$ cat config.mk
export PLATFORM = sky130hd
export DESIGN_NAME = rr_mux_flat
export DESIGN_NICKNAME = d
export VERILOG_FILES = /design/src/rtl/rr_mux_if.sv /design/src/rtl/rr_mux.sv /design/src/flat_wrapper.sv
export SDC_FILE = /design/constraint.sdc
export NUM_CORES = 1
export LEC_CHECK = 0
export CORE_ASPECT_RATIO = 1.2
export CORE_MARGIN = 2
export CORE_UTILIZATION = 33
export DETAILED_ROUTE_END_ITERATION = 10
export PLACE_DENSITY = 0.76
export SLEW_MARGIN = 20
export SYNTH_ARGS = -nofsm -noshare
export SYNTH_HDL_FRONTEND = slang
export SYNTH_SLANG_ARGS = --single-unit
$ cat constraint.sdc
create_clock -name clk -period 1.58 [get_ports clk]
set_clock_uncertainty 0.2 [all_clocks]
set_input_delay 0.237 -clock clk [delete_from_list [all_inputs] [get_ports clk]]
set_output_delay 0.237 -clock clk [all_outputs]
set_load 0.01 [all_outputs]
$ cat src/rtl/rr_mux_if.sv
// Handshake bundle for rr_mux: Chans producer ports in, one registered consumer port out.
interface rr_mux_if #(
    parameter int Width = 8,
    parameter int Chans = 4,
    parameter int SelW  = 2
);
    logic [Width*Chans-1:0] in_data;
    logic [Chans-1:0]       in_valid;
    logic [Chans-1:0]       in_ready;
    logic [Width-1:0]       out;
    logic                   out_valid;
    logic                   out_ready;
    logic [SelW-1:0]        out_sel;

    modport master (
        output in_data, in_valid, out_ready,
        input  in_ready, out, out_valid, out_sel
    );

    modport slave (
        input  in_data, in_valid, out_ready,
        output in_ready, out, out_valid, out_sel
    );
endinterface

$ cat src/rtl/rr_mux.sv
// N-channel round-robin mux with a registered, backpressured output.
// Optional backpressure counter port: define RR_MUX_STALL_CNT_EN.
module rr_mux #(
    parameter int Width = 8,
    parameter int Chans = 4,
    parameter int SelW  = 2
) (
    input  logic      clk,
    input  logic      rst_n,
    rr_mux_if.slave   bus
`ifdef RR_MUX_STALL_CNT_EN
    ,
    output logic [7:0] stall_cnt
`endif
);
    localparam logic [SelW:0]   ChansW = (SelW+1)'(Chans);
    localparam logic [SelW-1:0] LastCh = SelW'(Chans-1);

    logic [SelW-1:0]  ptr;
    logic [SelW-1:0]  win;
    logic [SelW-1:0]  sel_q;
    logic [SelW:0]    idx;
    logic             found;
    logic             load_en;
    logic             valid_q;
    logic [Width-1:0] data_q;
    logic [Chans-1:0] rdy;

    assign load_en = !valid_q || bus.out_ready;

    // Rotating search starting at ptr; one extra index bit absorbs the wrap
    // so a non-power-of-two Chans never aliases onto a missing channel.
    always_comb begin
        found = 1'b0;
        win   = '0;
        idx   = '0;
        for (int i = 0; i < Chans; i++) begin
            idx = {1'b0, ptr} + (SelW+1)'(i);
            if (idx >= ChansW) idx = idx - ChansW;
            if (!found && bus.in_valid[idx[SelW-1:0]]) begin
                found = 1'b1;
                win   = idx[SelW-1:0];
            end
        end
    end

    always_comb begin
        rdy = '0;
        if (found && load_en && rst_n) rdy[win] = 1'b1;
    end

    assign bus.in_ready  = rdy;
    assign bus.out       = data_q;
    assign bus.out_valid = valid_q;
    assign bus.out_sel   = sel_q;

    always_ff @(posedge clk or negedge rst_n) begin
        if (!rst_n) begin
            data_q  <= '0;
            sel_q   <= '0;
            valid_q <= 1'b0;
            ptr     <= '0;
        end else if (load_en) begin
            if (found) begin
                data_q  <= bus.in_data[Width*int'(win) +: Width];
                sel_q   <= win;
                valid_q <= 1'b1;
                ptr     <= (win == LastCh) ? '0 : win + 1'b1;
            end else begin
                valid_q <= 1'b0;
            end
        end
    end

`ifdef RR_MUX_STALL_CNT_EN
    always_ff @(posedge clk or negedge rst_n) begin
        if (!rst_n)
            stall_cnt <= '0;
        else if (valid_q && !bus.out_ready && stall_cnt != 8'hFF)
            stall_cnt <= stall_cnt + 8'd1;
    end
`endif
endmodule

$ cat src/flat_wrapper.sv
// flat-port wrapper written by rule: the top's interface ports become plain ports
module rr_mux_flat 
#(
    parameter int Width = 8,
    parameter int Chans = 4,
    parameter int SelW  = 2
)
  (clk, rst_n, bus_in_data, bus_in_valid, bus_out_ready, bus_in_ready, bus_out, bus_out_valid, bus_out_sel);
  rr_mux_if #(.Width(Width), .Chans(Chans), .SelW(SelW)) bus_i ();
  input  logic clk;
  input  logic rst_n;
  input wire logic [$bits(bus_i.in_data)-1:0] bus_in_data;
  input wire logic [$bits(bus_i.in_valid)-1:0] bus_in_valid;
  input wire logic [$bits(bus_i.out_ready)-1:0] bus_out_ready;
  output wire logic [$bits(bus_i.in_ready)-1:0] bus_in_ready;
  output wire logic [$bits(bus_i.out)-1:0] bus_out;
  output wire logic [$bits(bus_i.out_valid)-1:0] bus_out_valid;
  output wire logic [$bits(bus_i.out_sel)-1:0] bus_out_sel;
  assign bus_i.in_data = bus_in_data;
  assign bus_i.in_valid = bus_in_valid;
  assign bus_i.out_ready = bus_out_ready;
  assign bus_in_ready = bus_i.in_ready;
  assign bus_out = bus_i.out;
  assign bus_out_valid = bus_i.out_valid;
  assign bus_out_sel = bus_i.out_sel;
  rr_mux #(.Width(Width), .Chans(Chans), .SelW(SelW)) u_core (.clk(clk), .rst_n(rst_n), .bus(bus_i));
endmodule
==> results by group <==
Status
  • Status: complete, but fails checks
  • Failing checks: negative setup slack

Route
  • Drt total wl: 2.90 mm
  • Post-route DRC: 0
  • Drt wl/cell: 15.2 um
  • DRT antenna net count: 0
  • Via/cell ratio: 5.00
  • Vias: 955
  • Iter 0 DRT Violations: 9
  • First-pass DRT Iterations: 4

Setup path
  • Crit-path cells: mux2i_1 -> a211o_2 -> ha_4 -> and3_4 -> buf_6
  • Crit-path max cell delay: 0.46 ns
  • WP data required: 1.14 ns
  • Crit path max fanout: 5
  • Crit-path slowest cell: dfrtp_2
  • Crit Path Category: reg2out
  • CP startpoint kind: register
  • CP startpoint: u_core.ptr[1]
  • Crit path max-delay family: flip-flops
  • Worst EP arrival: 1.68 ns
  • Worst Path Buf+Inv: 1
  • Worst reg2reg startpoint: u_core.ptr[1]
  • CP Capture Type: output port

Pwr
  • Switching power total: 697 uW
  • Clock share of power: 11.4%
  • Peak VDD IR: 0.640 mV
  • Power density cells: 1080 nW/um^2
  • Cell Int Power: 1.18 mW
  • Pleak: 0.780 nW
  • Sequential Power Share: 27.7%
  • Total Power: 1.87 mW
  • Part of the power in combinational logic: 60.9%
  • Sw Ratio: 37.2%

GRT
  • GRT Util Overall: 18.9%
  • Largest net degree at the start of global routing: 15
  • Grt ovf: 0
  • Vias in the first global route: 906
  • Global-route wire length before repair: 4.20 mm
  • Initial antenna violation count: 0

Synth
  • Synth Area in Compound Gates: 21.7%
  • Post-Synth XOR/XNOR Area: 0%
  • Post-synthesis simple-gate area fraction: 15.2%
  • Synth cell types: 23
  • Post-synth top area share: 37.6%
  • Post-synthesis mux area share: 19.7%
  • Post-Synth Adder-Cell Area: 1.45%
  • FF+latch count, synth: 13
  • Syn Nets: 121
  • Average size of a mapped cell: 10.7 sq um
  • Seq/Total Area, Yosys: 37.6%
  • Leading post-synthesis cells by cell area: dfrtp_1, mux2i_1, o221ai_2
  • Cell count after synthesis: 81
  • Leading area contributor after synthesis: dfrtp_1
  • Yosys warnings: 0
  • Post-Syn Area: 865 sq um
  • Largest family of logic cells by synthesized area: compound AO/OA/AOI/OAI gates

Clock network
  • Maximum buffer depth of the clock tree: 2
  • CTS tree: built
  • Root Driver: clkbuf_4
  • Worst-path clk slew: 0.08 ns
  • Worst-Skew Late Latency: 0.28 ns
  • Clk sinks: 13
  • Htree depth: 1
  • Total clock buffers created by CTS: 3
  • Hold-fix buffers at CTS: 0

Timing
  • Final hold viol count: 0
  • Fin crit share: 134%
  • Max Slew Vio Count: 0
  • FMAX: 0.473 GHz
  • Worst Setup Slack, final: -0.535 ns
  • Tmin final: 2.11 ns
  • Worst Tran Pin Value: 0.296 ns
  • Max-slew headroom: 79.7%
  • RSZ-0062 raised after global routing: yes
  • Hold slack: 0.193 ns
  • Final setup fails: 15

Cells and area
  • Filler Cell Count: 190
  • Share of cells above drive strength 1: 38.6%
  • Area Growth Syn to Fin: 100%
  • Nets@finish: 199
  • Diodes inserted: 0
  • Design area: 1730 sq um

Placed design
  • # port buffers: 53
  • Placed Area: 1590 sq um
  • Placed wire-length estimate: 1.98 mm
  • RD Place Congestion: 0.735
  • Placement Setup Slack: -0.941 ns

Floorplanning
  • Ports: 54
  • Initial Utilization: 34.5%
  • Core Box Area: 2500 sq um
  • Rows: 20
  • Die height: 60.1 um
  • Total die area: 3050 sq um
  • Die W: 50.7 um

Worst hold path
  • Hold Path Class: in2async

Job
  • Max-Cap Viols: 0
[worst min-delay path: stages]
cell and delay (ns):
clkdlybuf4s50_1 0.49, buf_4 0.12, buf_4 0.20
[layout by cell type, fill, tap and decap left out, types with 3 or more instances in the layout]
| cell | n |
|---|---|
| clkdlybuf4s50_1 | 34 |
| mux2i_1 | 17 |
| nand2_1 | 15 |
| buf_4 | 15 |
| dlygate4sd2_1 | 14 |
| dfrtp_1 | 12 |
| o221ai_2 | 8 |
| buf_6 | 7 |
| a21oi_2 | 3 |
| clkbuf_4 | 3 |
| buf_2 | 3 |
[layer usage]
metal / share of wire (%) / GRT usage, % / vias up
met5: 0 / 0 / -
met4: 2.1 / 9.27 / 0
met3: 2.7 / 2.25 / 5
met2: 54 / 33.5 / 30
met1: 41 / 22.6 / 462
li1: - / - / 458
[per-stage QoR]
step	util, %	cells	setup TNS [ns]
2_1_floorplan	-	81	-0.574
3_3_place_gp	63.5	179	-10.23
3_5_place_dp	63.5	179	-10.97
4_1_cts	66.9	187	-4.30
5_1_grt	69.2	191	-7.46
6_report	69.2	191	-6.55
[final timing paths]
kind	slack, ns	cells after the start	to
max in group asynchronous	0.81	3	u_core.ptr[1]
hold / removal	0.19	3	u_core.bus.out_sel[1]
hold reg to reg	0.28	2	u_core.bus.out_sel[0]
min in group clk	0.28	2	u_core.bus.out_sel[0]
setup reg to reg	-0.50	8	u_core.ptr[0]
setup / recovery	-0.53	5	bus_in_ready[2]
[final cells by class]
class,count,area [sq um],area share [%]
Timing Repair Buffer,76,714,41.3
Multi-Input combinational cell,62,611,35.3
Sequential cell,13,327,18.9
Tap cell,33,41.3,2.38
Clock buffer,3,22.5,1.30
Inverter,3,11.3,0.650
Clock inverter,1,5.00,0.289
[registers in the layout, indices dropped and copies added, names as in the netlist]
register and flops:
u_core.bus.out 8, u_core.bus.out_sel 2, u_core.ptr 2, u_core.bus.out_valid 1
[cells by family (layout without fill, tap and decap cells)]
| family | after synthesis | after routing |
|---|---|---|
| flip-flops | 13 | 13 |
| multiplexers | 17 | 17 |
| AO/OA/AOI/OAI | 18 | 18 |
| buffers and inverters | 7 | 83 |
| AND/OR/NAND/NOR | 25 | 26 |
| adder cells (fa/ha/maj) | 1 | 1 |
[cells in the mapped netlist]
| cell | n |
|---|---|
| a2bb2oi_1 | 1 |
| buf_6 | 1 |
| inv_1 | 2 |
| o21ai_1 | 2 |
| nand2_2 | 1 |
| buf_2 | 3 |
| nor4_2 | 1 |
| a21boi_1 | 1 |
| ha_1 | 1 |
| inv_2 | 1 |
| o221ai_2 | 8 |
| and3_1 | 1 |
| nand2b_4 | 1 |
| a21oi_1 | 3 |
| nand2_1 | 16 |
| nor3b_1 | 2 |
| a21oi_2 | 1 |
| mux2i_1 | 17 |
| dfrtp_1 | 13 |
| a211o_2 | 1 |
| nor3_1 | 2 |
| nand3b_1 | 1 |
| a21o_1 | 1 |
[power by group through the flow]
stage          registers, mW  clock network (mW)  logic, mW
4_1_cts                0.510               0.222       1.05
3_3_place_gp           0.511                   0      0.980
5_1_grt                0.532               0.237       1.21
3_5_place_dp           0.519                   0      0.996
2_1_floorplan          0.554                   0      0.498
6_report               0.518               0.214       1.14
[timing repair]
item                       in CTS  in global routing
resized for setup              46                  8
setup endpoints to repair      27                 17
setup buffers                   4                  4
pin swaps                       8                  3
gates cloned                    1                  0
No activity file was read; power rests on OpenSTA's default activity.
